===== config.mk =====
export PLATFORM = sky130hd
export DESIGN_NAME = imem_load_arbiter
export DESIGN_NICKNAME = d
export VERILOG_FILES = /design/src/rtl/imem_load_arbiter.sv
export SDC_FILE = /design/constraint.sdc
export NUM_CORES = 1
export LEC_CHECK = 0
export CORE_ASPECT_RATIO = 0.6
export CORE_UTILIZATION = 44
export DETAILED_ROUTE_END_ITERATION = 12
export GPL_TIMING_DRIVEN = 0
export PLACE_DENSITY_LB_ADDON = 0.08
export SYNTH_ARGS = -nofsm -noshare
export SYNTH_HDL_FRONTEND = slang
export SYNTH_SLANG_ARGS = --single-unit

===== constraint.sdc =====
create_clock -name i_clock -period 2 [get_ports i_clock]
set_input_delay 0.4 -clock i_clock [delete_from_list [all_inputs] [get_ports i_clock]]
set_output_delay 0.4 -clock i_clock [all_outputs]
set_load 0.1 [all_outputs]

===== src/rtl/imem_load_arbiter.sv =====
// Instruction-memory port arbiter: the fetch unit owns the single memory port
// in RUN, the program loader owns it in LOAD, and FLUSH holds the core in
// reset for a fixed window so that execution restarts from word 0.
//
// state    | meaning
// ---------+------------------------------------------------------------
// ST_RUN   | fetch_addr drives memory, loader inputs ignored
// ST_LOAD  | core stalled, loader words written at consecutive addresses
// ST_FLUSH | last write drains, cpu_reset_req held for RST_CYCLES cycles
`timescale 1ns/1ps

module imem_load_arbiter #(
  parameter int ADDR_W     = 14,
  parameter int RST_CYCLES = 4,
  parameter int TIMEOUT    = 50_000_000
) (
  input  logic              i_clock,
  input  logic              i_reset,
  input  logic [ADDR_W-1:0] i_fetch_addr,
  output logic [31:0]       o_fetch_instr,
  output logic              o_cpu_stall,
  output logic              o_cpu_reset_req,
  input  logic              i_ld_start,
  input  logic              i_ld_valid,
  input  logic [31:0]       i_ld_word,
  output logic              o_ld_ready,
  input  logic              i_ld_done,
  output logic [ADDR_W:0]   o_ld_count,
  output logic              o_ld_overflow,
  output logic              o_ld_timeout,
  output logic [ADDR_W-1:0] o_mem_addr,
  output logic [31:0]       o_mem_wdata,
  output logic              o_mem_we,
  input  logic [31:0]       i_mem_rdata,
  output logic [1:0]        o_mode
);

  localparam int                IDLE_W    = (TIMEOUT > 1) ? $clog2(TIMEOUT) : 1;
  localparam logic [IDLE_W-1:0] IDLE_LAST = IDLE_W'(TIMEOUT - 1);
  localparam logic [IDLE_W-1:0] IDLE_ONE  = IDLE_W'(1);
  localparam logic [3:0]        RST_LAST  = 4'(RST_CYCLES - 1);
  localparam logic [ADDR_W:0]   PTR_ONE   = (ADDR_W+1)'(1);

  typedef enum logic [1:0] {
    ST_RUN   = 2'd0,
    ST_LOAD  = 2'd1,
    ST_FLUSH = 2'd2
  } state_t;

  state_t r_state;
  state_t w_next;

  // wr_ptr doubles as the load word count: both clear on LOAD entry and step
  // together on every accepted word, and the count must hold after the load.
  logic [ADDR_W:0]   r_wr_ptr;
  logic              r_ld_overflow;
  logic              r_ld_timeout;
  logic [IDLE_W-1:0] r_idle;
  logic [3:0]        r_rst_cnt;
  logic              r_wr_pend;
  logic [ADDR_W-1:0] r_wr_addr;
  logic [31:0]       r_wr_data;

  logic w_ld_ready;
  logic w_xfer;
  logic w_stall;
  logic w_enter_load;
  logic w_enter_flush;
  logic w_timeout_hit;

  // State register; synchronous reset always lands in RUN.
  always_ff @(posedge i_clock) begin
    if (i_reset) r_state <= ST_RUN;
    else         r_state <= w_next;
  end

  // Next-state and per-state control decode.
  always_comb begin
    w_next        = r_state;
    w_ld_ready    = 1'b0;
    w_xfer        = 1'b0;
    w_stall       = 1'b0;
    w_enter_load  = 1'b0;
    w_enter_flush = 1'b0;
    w_timeout_hit = 1'b0;
    case (r_state)
      ST_RUN: begin
        if (i_ld_start) begin
          w_next       = ST_LOAD;
          w_enter_load = 1'b1;
        end
      end
      ST_LOAD: begin
        w_stall    = 1'b1;
        // top bit of wr_ptr set means 2^ADDR_W words already taken
        w_ld_ready = ~r_wr_ptr[ADDR_W];
        w_xfer     = i_ld_valid & w_ld_ready;
        if (i_ld_done) begin
          w_next        = ST_FLUSH;
          w_enter_flush = 1'b1;
        end else if (!w_xfer && (r_idle == IDLE_LAST)) begin
          w_next        = ST_FLUSH;
          w_enter_flush = 1'b1;
          w_timeout_hit = 1'b1;
        end
      end
      ST_FLUSH: begin
        w_stall = 1'b1;
        if (r_rst_cnt == 4'd0) w_next = ST_RUN;
      end
      default: w_next = ST_RUN;
    endcase
  end

  // Load datapath: write pointer, sticky flags, idle timer, reset window and
  // the one-cycle registered write stage.
  always_ff @(posedge i_clock) begin
    if (i_reset) begin
      r_wr_ptr      <= '0;
      r_ld_overflow <= 1'b0;
      r_ld_timeout  <= 1'b0;
      r_idle        <= '0;
      r_rst_cnt     <= 4'd0;
      r_wr_pend     <= 1'b0;
      r_wr_addr     <= '0;
      r_wr_data     <= 32'h0;
    end else begin
      r_wr_pend <= w_xfer;
      if (w_xfer) begin
        r_wr_addr <= r_wr_ptr[ADDR_W-1:0];
        r_wr_data <= i_ld_word;
      end

      if (w_enter_load) begin
        r_wr_ptr      <= '0;
        r_ld_overflow <= 1'b0;
        r_ld_timeout  <= 1'b0;
        r_idle        <= '0;
      end else if (r_state == ST_LOAD) begin
        if (w_xfer) begin
          r_wr_ptr <= r_wr_ptr + PTR_ONE;
          r_idle   <= '0;
        end else begin
          r_idle <= r_idle + IDLE_ONE;
        end
        // words offered past the end are dropped, never wrapped to 0
        if (i_ld_valid && r_wr_ptr[ADDR_W]) r_ld_overflow <= 1'b1;
        if (w_timeout_hit)                   r_ld_timeout  <= 1'b1;
      end

      if (w_enter_flush)                                r_rst_cnt <= RST_LAST;
      else if (r_state == ST_FLUSH && r_rst_cnt != 4'd0) r_rst_cnt <= r_rst_cnt - 4'd1;
    end
  end

  // Memory port mux: fetch in RUN, pending write first otherwise.
  always_comb begin
    o_mem_addr = r_wr_ptr[ADDR_W-1:0];
    if (r_state == ST_RUN) o_mem_addr = i_fetch_addr;
    else if (r_wr_pend)    o_mem_addr = r_wr_addr;
  end

  assign o_mem_we        = r_wr_pend;
  assign o_mem_wdata     = r_wr_data;
  assign o_fetch_instr   = (r_state == ST_RUN) ? i_mem_rdata : 32'h0000_0000;
  assign o_cpu_stall     = w_stall;
  // gated by reset so the core sees the request drop in the reset cycle itself
  assign o_cpu_reset_req = (r_state == ST_FLUSH) & ~i_reset;
  assign o_ld_ready      = w_ld_ready;
  assign o_ld_count      = r_wr_ptr;
  assign o_ld_overflow   = r_ld_overflow;
  assign o_ld_timeout    = r_ld_timeout;
  assign o_mode          = r_state;

endmodule


; Word level (Yosys, flattened, before mapping)
; Cells that the tools add are included.
[totals]
register_bits = 96
input_bits = 83
output_inout_bits = 101
word_cells = 59
[classes]
n_addsub = 3
eq_ne = 6
mux = 21
bitwise = 4
n_reduce_logical = 15
[ops]
columns = op, n
row1 = $mux 32, 1
row2 = $mux 14, 2
row3 = $add 26x1->26 const B, 1
row4 = $eq 26x26->1 const B, 1
row5 = $mux 26, 1
row6 = $add 15x1->15 const B, 1
row7 = $mux 2, 6
row8 = $mux 1, 10
row9 = $pmux 2 s3, 1
row10 = $reduce_and 2->1, 3
row11 = $reduce_or 2->1, 3
row12 = $logic_not 4->1, 1
row13 = $ne 2x2->1 const B, 2
row14 = $reduce_bool 4->1, 1
row15 = $sub 4x1->4 const B, 1
row16 = $logic_and 1x1->1, 3
row17 = $ne 3x3->1 const B, 1
row18 = $reduce_and 3->1, 1
row19 = $and 1x1->1, 2
row20 = $eq 2x1->1 const B, 1
row21 = $eq 2x2->1 const B, 1
row22 = $logic_not 2->1, 1
row23 = $not 1->1, 2
row24 = $reduce_bool 2->1, 1
row25 = $logic_not 1->1, 1

; Depth between registers and ports, before layout
; Gate-level depths: netlist of run 1.
[logic_depth]
word_depth = 8
ltp_mapped = 8
depth_no_buf = 6

; Least setup slack after synthesis of run 1
; Ideal clock, no wire load.
[synth_timing]
path_type = flip-flop to output port
start = reg r_wr_pend, in the netlist o_mem_we
end = out o_mem_addr[10]
arrival_ns = 4.005
required_ns = 1.600
slack_ns = -2.405
stages_incl_launch_ff = 5
path_cell_list = dfxtp_1 clkbuf_1 buf_1 mux2i_1 o21ai_0
[synth_between]
elab_chain_len = 2
[synth_rtl]
columns = item, line_no
row1 = from (decl), 60  ; logic r_wr_pend;
row2 = from (signal assigned), 128  ; r_wr_pend <= w_xfer;
row3 = $mux 14, 160  ; else if (r_wr_pend) o_mem_addr = r_wr_addr;
row4 = $mux 14, 159  ; if (r_state == ST_RUN) o_mem_addr = i_fetch_addr;
row5 = to (decl), 31  ; output logic [ADDR_W-1:0] o_mem_addr,
; No other way between the ends.

; Final worst setup path of run 1
[layout_timing]
start = reg r_state[1], in the netlist o_mode[1]
end = out o_mem_addr[5]
[layout_between]
elab_chain_len = 2
[layout_rtl]
columns = item, line_no
row1 = from (decl), 50  ; state_t r_state;
row2 = from (signal assigned), 74  ; else r_state <= w_next;
row3 = $logic_not 2->1, 159
row4 = $mux 14, 159
; No other way between the ends.

==> impl_metrics.yaml, run 1 <==
worst_setup_path:
  reg2reg_depth: 8
  crit_path_end_kind: "output port"
  start_kind: "flop"
  critPathRequiredTime_ns: 1.60
  path_class: "flop to output port"
  crit_fanout: 6
  arrival_ns: 1.71
  r2r_setup_slack_ns: -0.06
yosys:
  ys_async_sr_fraction: 0
  synth_area_per_cell_sq_um: 7.91
  synth_area_sq_mm: 0.00462
  yosysSeqAreaShare: 0.416
  synth_top_area_frac: 0.416
  synth_nets: 673
  synth.area.top_cells: "dfxtp_1, nand2_1, a21oi_1, mux2i_1, and2_1"
  ys.flop_type: "dfxtp_1"
  synthDistinctLibCells: 46
  ys_seq_elements: 96
  ys_warn_count: 0
  synth_edf_count: 0
  yosys.area.top_type: "dfxtp_1"
  synth_cells: 584
sta:
  hold-worst-slack_ns: 0.452
  worst_pin_slew_ns: 0.997
  fin_crit_sh: 1.05
  fmax_ghz: 0.475
  fin_ws_ns: -0.106
  skew_ns: 0.00844
  relSlewSlack: 0.338
  final-hold-violation-count: 0
  min_period_ns: 2.11
  drv_slew: 0
  finalSetupViolCount: 29
  setup_tns_ns: -0.618
  rsz0062_at_grt: "yes"
power:
  power.internal_uw: 3880
  power_leakage_uw: 0.00312
  power.density_mw_per_mm2: 777
  combPwrFrac: 0.424
  p_clk_frac: 0.265
  seq_power_share: 0.311
  sw_frac_of_total: 0.390
  peakVddDrop_mv: 0.543
  p_sw_uw: 2480
clocking:
  clk_pin_slew_ns: 0.07
  cts_buffer_depth: 2
  clkLatencyLatePin_ns: 0.34
  cts_tree: "built"
  clock_sinks: 96
  cts-root-buf: "clkbuf_16"
  h-tree-depth: 3
  cts-buffers-inserted: 9
  ctsHoldBuffers: 0
route:
  drt_wl_total_mm: 18.8
  firstDrtPassIters: 6
  drtAntennaViolNets: 0
  wire_per_inst_microns: 20.1
  avgViaCountPerCell: 5.85
  route.detailed.drc: 0
  vias: 5470
  drtIter0Drc: 613
place:
  portBuffers: 183
  dp_slack_ns: -1.33
  gp_congestion: 0.859
  dp_hpwl_mm: 10.7
  place_area_sq_mm: 0.00695
  dp.cells: 902
floorplan:
  coreArea_sq_mm: 0.0100
  start_util: 0.461
  io-pin-count: 184
  die_h_microns: 81.4
  dieArea_sq_mm: 0.0109
  num_rows: 28
  die_width_microns: 134
outcome:
  outcome: "finished with violations"
  violations: "negative setup slack"
finish:
  drive_gt1_frac: 0.293
  finalInstanceArea_sq_mm: 0.00818
  finalNonFillerCells: 935
  final_nets: 884
  antenna_cells: 0
  area_growth_syn_to_layout_pct: 77.0
global_route:
  grt_overflow: 0
  grt_pass1_vias: 5002
  track_usage: 0.295
  grt_pass1_wl_mm: 25.2
  grt_max_degree: 17
  grt_antenna_before_repair: 0
run:
  maxCapViolations: 0
hold_path:
  holdPathStages: 2
  hold_class: "flop to flop"
-- state kept, by name (all words and copies together) (netlist names) --
signal / flops
o_ld_count: 15
o_ld_overflow: 1
o_ld_timeout: 1
o_mem_wdata: 32
o_mem_we: 1
o_mode: 2
r_idle: 26
r_rst_cnt: 4
r_wr_addr: 14
-- power groups by stage --
stage / Combinational, uW / Clock [uW] / Sequential, uW
2_1_floorplan: 1320 / 0 / 2280
3_3_place_gp: 2090 / 0 / 2020
3_5_place_dp: 2120 / 0 / 2020
4_1_cts: 2510 / 1700 / 1980
5_1_grt: 2770 / 1760 / 1980
6_report: 2690 / 1690 / 1980
-- worst paths after layout --
path / start / to
worst max-delay path: o_mode[1] / o_mem_addr[5]
worst max register to register: o_mode[0] / r_wr_addr[5]
worst min register to register: o_mem_wdata[8] / o_mem_wdata[8]
worst min-delay path: o_mem_wdata[8] / o_mem_wdata[8]
-- logic make-up (layout without fill, tap and decap cells) --
kind of cell / Yosys count / after routing / synth area share
DFF: 96 / 96 / 0.416
xor gates and xnor gates: 23 / 23 / 0.0436
and+or+nand+nor: 288 / 288 / 0.316
buffers and inverters: 47 / 263 / 0.0384
muxes: 23 / 23 / 0.0498
adders and majority gates: 6 / 6 / 0.0162
AOI/OAI and AO/OA: 101 / 101 / 0.120
-- worst max-delay path: stages (launching register included) --
cell and delay (ns):
dfxtp_4 0.36, inv_4 0.09, ha_4 0.18, buf_8 0.14, clkbuf_16 0.15, nand2_1 0.13
o21ai_4 0.11, buf_12 0.19
-- metal layers --
metal  vias up  wire, microns  global-route usage
met5         -              0                   0
met4         0            601              0.0764
met3        82           1980              0.0880
met2       389           8930               0.513
met1      2574           7290               0.360
li1       2425              -                   -
-- area by class of cell --
type	count	area [sq um]
multi-input combinational	441	2990
timing repair buffer	204	2440
sequential	96	1960
fill	555	1840
buffer	31	280
clock buffer	12	267
tap	135	169
inverter	12	50.0
clock inverter	4	27.5
-- synth_stat cells (2+ instances only) --
| master | instances |
|---|---|
| xnor2_1 | 13 |
| mux2i_1 | 23 |
| nor4_1 | 10 |
| and4_1 | 4 |
| a21oi_1 | 62 |
| a31o_2 | 2 |
| and2_1 | 34 |
| nand3_1 | 13 |
| inv_1 | 12 |
| a211oi_1 | 3 |
| nor3_1 | 8 |
| dfxtp_1 | 96 |
| nand4b_1 | 2 |
| nor2_1 | 32 |
| o21ai_0 | 21 |
| nand2_1 | 133 |
| nand4_1 | 13 |
| nor2b_1 | 4 |
| or4_1 | 3 |
| clkbuf_1 | 30 |
| a31oi_1 | 4 |
| nor4_4 | 2 |
| and3_1 | 3 |
| o31ai_1 | 3 |
| nor4b_1 | 2 |
| buf_1 | 4 |
| nor3b_1 | 2 |
| ha_1 | 6 |
| or3_1 | 12 |
| xor2_1 | 10 |
| a311oi_1 | 3 |
-- placed cells by master (no fill, tap or decap), types with 4 or more instances in the layout --
cell type	synthesis	routed
o21ai_0	21	7
a21oi_1	62	60
clkbuf_1	30	9
dfxtp_1	96	77
clkdlybuf4s15_2	0	9
inv_1	12	10
xnor2_1	13	13
a31oi_1	4	4
clkbuf_2	0	15
buf_4	0	16
dfxtp_2	0	14
and4_1	4	4
clkdlybuf4s15_1	0	7
dlygate4sd2_1	0	31
clkdlybuf4s50_1	0	82
or3_1	12	12
nand2_2	0	12
dfxtp_4	0	5
o21ai_4	0	14
and2_4	0	32
buf_6	0	5
clkbuf_8	0	4
buf_8	0	5
nor3_1	8	7
mux2i_1	23	13
nand3_1	13	13
nor4_1	10	10
mux2i_4	0	8
nand4_1	13	13
nor2_1	32	30
nand2_1	133	120
xor2_1	10	10
clkbuf_16	0	12
buf_12	0	50
-- repair_timing --
action                     in CTS  in global routing
pin swaps                       2                  5
resized for setup             547                 99
setup buffers                   5                 13
setup endpoints to repair     172                137
cloned                          2                  2
-- per-stage QoR --
step	total power [uW]	utilization
CTS	6180	0.787
global route	6520	0.817
global placement	4110	0.694
detailed placement	4140	0.694
floorplan	3590	-
finish	6360	0.817
Note: power is estimated with default switching activity, not from simulation.
==> run 2, diff against run 1 <==
--- a/config.mk
+++ b/config.mk
@@ -6,6 +6,7 @@
 export NUM_CORES = 1
 export LEC_CHECK = 0
 export CORE_ASPECT_RATIO = 0.6
+export CORE_MARGIN = 4
 export CORE_UTILIZATION = 44
 export DETAILED_ROUTE_END_ITERATION = 12
 export GPL_TIMING_DRIVEN = 0
==> run 2 against run 1 <==
The run still ends with negative setup slack left; sequential share of layout area about the same; fmax rose by 1.8%; first-iteration DRC count down 11%; critical path depth is 1 lower; critical path type unchanged.
==> impl_metrics.yaml, run 2 (synthesized netlist as in run 1, its figures left out) <==
clocking:
  h-tree-depth: 3
  cts_tree: "built"
  clock_sinks: 96
  ctsHoldBuffers: 0
  cts-root-buf: "clkbuf_16"
  clk_pin_slew_ns: 0.06
  clkLatencyLatePin_ns: 0.33
  cts-buffers-inserted: 9
  cts_buffer_depth: 2
place:
  dp_hpwl_mm: 11.3
  gp_congestion: 0.856
  portBuffers: 183
finish:
  final_cell_mix: "nand2_1, clkdlybuf4s50_1, dfxtp_1"
  final_nets: 874
  antenna_cells: 0
  largest_reg_flops: 32
  drive_gt1_frac: 0.281
  layout_commonest_cell: "nand2_1"
  area_growth_syn_to_layout_pct: 76.6
power:
  peakVddDrop_mv: 0.622
  design_power_total_uw: 6400
  power_leakage_uw: 0.00312
  power.density_mw_per_mm2: 784
route:
  wl_met2_mm: 9.10
  vias: 5369
  top_layer_used: "met4"
  drtIter0Drc: 544
  drt_wl_total_mm: 19.0
  wire_per_inst_microns: 20.6
  drtAntennaViolNets: 0
  firstDrtPassIters: 7
  route.detailed.drc: 0
  avgViaCountPerCell: 5.80
  wl_met3_mm: 1.98
  wl_met1_mm: 7.37
worst_setup_path:
  critPathRequiredTime_ns: 1.60
  arrival_ns: 1.67
  start_kind: "flop"
  crit_path_end_kind: "output port"
  reg2reg_depth: 6
  r2r-start: "o_mode[1]"
  path_class: "flop to output port"
  r2r_setup_slack_ns: -0.01
  crit_fanout: 5
  startpoint: "o_mode[0]"
sta:
  relSlewSlack: 0.327
  final-hold-violation-count: 0
  rsz0062_at_grt: "yes"
  finalSetupViolCount: 25
  skew_ns: 0.00568
  fmax_ghz: 0.484
  hold-worst-slack_ns: 0.454
  worst_pin_slew_ns: 1.01
  min_period_ns: 2.07
  fin_crit_sh: 1.03
  fin_ws_ns: -0.0681
  drv_slew: 0
hold_path:
  min_from: "o_mem_wdata[24]"
  hold_class: "flop to flop"
  holdPathStages: 2
floorplan:
  start_util: 0.460
  die_h_microns: 87.4
  coreArea_sq_mm: 0.0101
  io-pin-count: 184
  dieArea_sq_mm: 0.0123
  num_rows: 28
  die_width_microns: 140
global_route:
  grt_pass1_vias: 5049
  grt_pass1_wl_mm: 26.8
  grt_overflow: 0
  grt_antenna_before_repair: 0
  track_usage: 0.272
  grt_max_degree: 15
outcome:
  outcome: "finished with violations"
  violations: "negative setup slack"
run:
  maxCapViolations: 0
## run 2: path summary, 6_finish.rpt
path                                         to
worst max-delay path              o_mem_addr[2]
worst min register to register  o_mem_wdata[24]
worst max register to register   o_ld_count[11]
worst min-delay path            o_mem_wdata[24]
## run 2: power by group
part,total (uW),switching [uW],leakage (uW),internal (uW)
Combinational,2710,1710,0.00218,999
Clock,1710,702,0.000155,1010
Sequential,1980,32.3,0.000786,1950
Total,6400,2440,0.00312,3960
## run 2: layer usage
| metal | up-vias | GRT usage |
|---|---|---|
| li1 | 2404 | - |
| met5 | - | 0 |
| met4 | 0 | 0.0642 |
| met3 | 73 | 0.0773 |
| met2 | 364 | 0.467 |
| met1 | 2528 | 0.342 |
## run 2: worst max-delay path: stages, from the launching register on
cell and delay [ns]:
dfxtp_4 0.39, inv_4 0.05, ha_4 0.18, clkbuf_16 0.16, clkbuf_16 0.17, o21ai_4 0.18
buf_12 0.19
## run 2: per-stage QoR
step / cell area [sq um] / utilization / setup WS [ns] / TNS (ns) / instances
6_report: 8160 / 0.812 / -0.0681 / -0.693 / 925
5_1_grt: 8160 / 0.812 / -0.109 / -3.37 / 925
4_1_cts: 7950 / 0.791 / -0.0298 / -0.315 / 919
3_3_place_gp: 6950 / 0.691 / -1.37 / -55.93 / 902
2_1_floorplan: 4950 / - / -0.0773 / -1.01 / 584
3_5_place_dp: 6950 / 0.691 / -1.40 / -62.68 / 902
## run 2: timing repair
action                                  in CTS  in global routing
pin swaps                                    2                  2
endpoints found under the setup margin     175                108
buffers inserted                             0                  2
hold endpoints to repair                     0                  0
gates cloned                                 2                  4
gates resized for setup                    581                 54
## run 2: area by class of cell
cell class	count	area [sq um]
timing repair buffer	191	2380
clock inverter	2	10.0
fill	534	1890
clock buffer	14	294
sequential	96	1960
multi-input combinational	441	2980
buffer	34	324
tap	135	169
inverter	12	52.6
==> run 3, diff against run 2 <==
--- a/config.mk
+++ b/config.mk
@@ -5,9 +5,11 @@
 export SDC_FILE = /design/constraint.sdc
 export NUM_CORES = 1
 export LEC_CHECK = 0
-export CORE_ASPECT_RATIO = 0.6
+export CAP_MARGIN = 20
+export CELL_PAD_IN_SITES_DETAIL_PLACEMENT = 0
+export CELL_PAD_IN_SITES_GLOBAL_PLACEMENT = 1
 export CORE_MARGIN = 4
-export CORE_UTILIZATION = 44
+export CORE_UTILIZATION = 31
 export DETAILED_ROUTE_END_ITERATION = 12
 export GPL_TIMING_DRIVEN = 0
 export PLACE_DENSITY_LB_ADDON = 0.08
==> run 3 against run 2 <==
Critical path type unchanged; routed wire length fell by 21%; highest routed layer unchanged; the run still ends with negative setup slack left; fmax rose by 2.6%; setup slack improved by 0.052 ns; combinational power fell by 4%; critical endpoint is now o_mem_addr[10].
==> impl_metrics.yaml, run 3 (synthesized netlist as in run 1, its figures left out) <==
finish:
  area_growth_syn_to_layout_pct: 76.7
  largest_reg_flops: 32
  layout_commonest_cell: "nand2_1"
  finalInstanceArea_sq_mm: 0.00817
  finalNonFillerCells: 977
  antenna_cells: 0
  area.sequential_sq_mm: 0.00196
  n_fill_cell: 1283
  multi_input_area_sq_mm: 0.00297
  final_cell_mix: "nand2_1, clkdlybuf4s50_1, dfxtp_1"
  final_nets: 878
  drive_gt1_frac: 0.286
power:
  power.density_mw_per_mm2: 779
  peakVddDrop_mv: 0.542
  power_leakage_uw: 0.00310
sta:
  relSlewSlack: 0.337
  drv_slew: 0
  fin_crit_sh: 1.01
  fin_ws_ns: -0.0165
  min_period_ns: 2.02
  final-hold-violation-count: 0
  finalSetupViolCount: 5
  setup_tns_ns: -0.0609
  skew_ns: 0.00810
  worst_pin_slew_ns: 0.998
  rsz0062_at_grt: "yes"
  fmax_ghz: 0.496
route:
  vias: 4824
  wire_per_inst_microns: 15.3
  drtAntennaViolNets: 0
  avgViaCountPerCell: 4.94
  drtIter0Drc: 197
  firstDrtPassIters: 4
  drt_wl_total_mm: 15.0
  route.detailed.drc: 0
place:
  dp.cells: 951
  place_area_sq_mm: 0.00701
  dp_slack_ns: -1.28
  gp_congestion: 0.844
  portBuffers: 183
  dp_hpwl_mm: 11.0
worst_setup_path:
  r2r_setup_slack_ns: 0.02
  slowest_stage: "dfxtp_4"
  critPathRequiredTime_ns: 1.60
  critical_path.cell_chain: "inv_4 -> ha_4 -> clkbuf_16 -> clkbuf_16 -> o21ai_4 -> buf_12"
  critPathMostFrequentCell: "clkbuf_16"
  crit_fanout: 8
  cp_slowest_stage_delay_ns: 0.38
  arrival_ns: 1.62
  crit_path_end_kind: "output port"
  start_kind: "flop"
  path_class: "flop to output port"
  cp_num_buf_inv: 4
  critPathTopFamily: "buffers and inverters"
clocking:
  cts-buffers-inserted: 9
  cts_tree: "built"
  cts_buffer_depth: 2
  cts-root-buf: "clkbuf_16"
  clock_sinks: 96
  clk_pin_slew_ns: 0.07
  ctsHoldBuffers: 0
  clkLatencyLatePin_ns: 0.34
  h-tree-depth: 3
floorplan:
  start_util: 0.317
  io-pin-count: 184
  num_rows: 44
  die_width_microns: 130
  die_h_microns: 130
  dieArea_sq_mm: 0.0169
  coreArea_sq_mm: 0.0146
global_route:
  grt_pass1_wl_mm: 23.3
  grt_pass1_vias: 4596
  grt_antenna_before_repair: 0
  grt_overflow: 0
  grt_max_degree: 16
  track_usage: 0.172
outcome:
  violations: "negative setup slack"
  outcome: "finished with violations"
run:
  maxCapViolations: 0
hold_path:
  hold_class: "flop to flop"
-- run 3: layout make-up --
type	count	area share
sequential	96	0.240
inverter	12	0.00613
timing repair buffer	198	0.293
multi-input combinational	441	0.364
clock inverter	3	0.00490
clock buffer	12	0.0328
tap	184	0.0282
buffer	31	0.0317
-- run 3: stage by stage --
step,power [uW],hold WS (ns),utilization
2_1_floorplan,3590,0.436,-
3_3_place_gp,4130,0.437,0.481
3_5_place_dp,4140,0.445,0.481
4_1_cts,6410,0.450,0.554
5_1_grt,6590,0.465,0.560
6_report,6370,0.450,0.560
-- run 3: worst reg2reg max path, stage by stage (launching register included) --
cell and delay (ns):
dfxtp_4 0.38, buf_4 0.12, ha_4 0.20, nand4_4 0.17, or2_1 0.24, buf_2 0.18, or4_1 0.47, a21oi_1 0.14
-- run 3: routing by layer --
| layer | global-route usage | vias up | wire length, microns | share of wire |
|---|---|---|---|---|
| li1 | - | 2420 | - | - |
| met1 | 0.229 | 2268 | 6610 | 0.44 |
| met2 | 0.284 | 119 | 7280 | 0.49 |
| met3 | 0.0307 | 17 | 834 | 0.056 |
| met4 | 0.0550 | 0 | 239 | 0.016 |
| met5 | 0 | - | 0 | 0 |
-- run 3: report_power, final --
group	internal, uW	switching, uW	total [uW]
registers	1950	27.0	1980
logic	956	1640	2590
clock network	1070	727	1800
total	3970	2390	6370
-- run 3: repair_timing --
action                     in CTS  in global routing
buffers inserted                8                  5
cloned                          5                  0
gates resized for setup       580                 61
setup endpoints to repair     175                117
pin swaps                       2                  3
-- run 3: final timing paths --
kind              depth (start not counted)             from               to
setup / recovery                          6        o_mode[0]   o_mem_addr[10]
setup reg to reg                          7        o_mode[0]       r_idle[15]
hold / removal                            2  o_mem_wdata[21]  o_mem_wdata[21]
hold reg to reg                           2  o_mem_wdata[21]  o_mem_wdata[21]
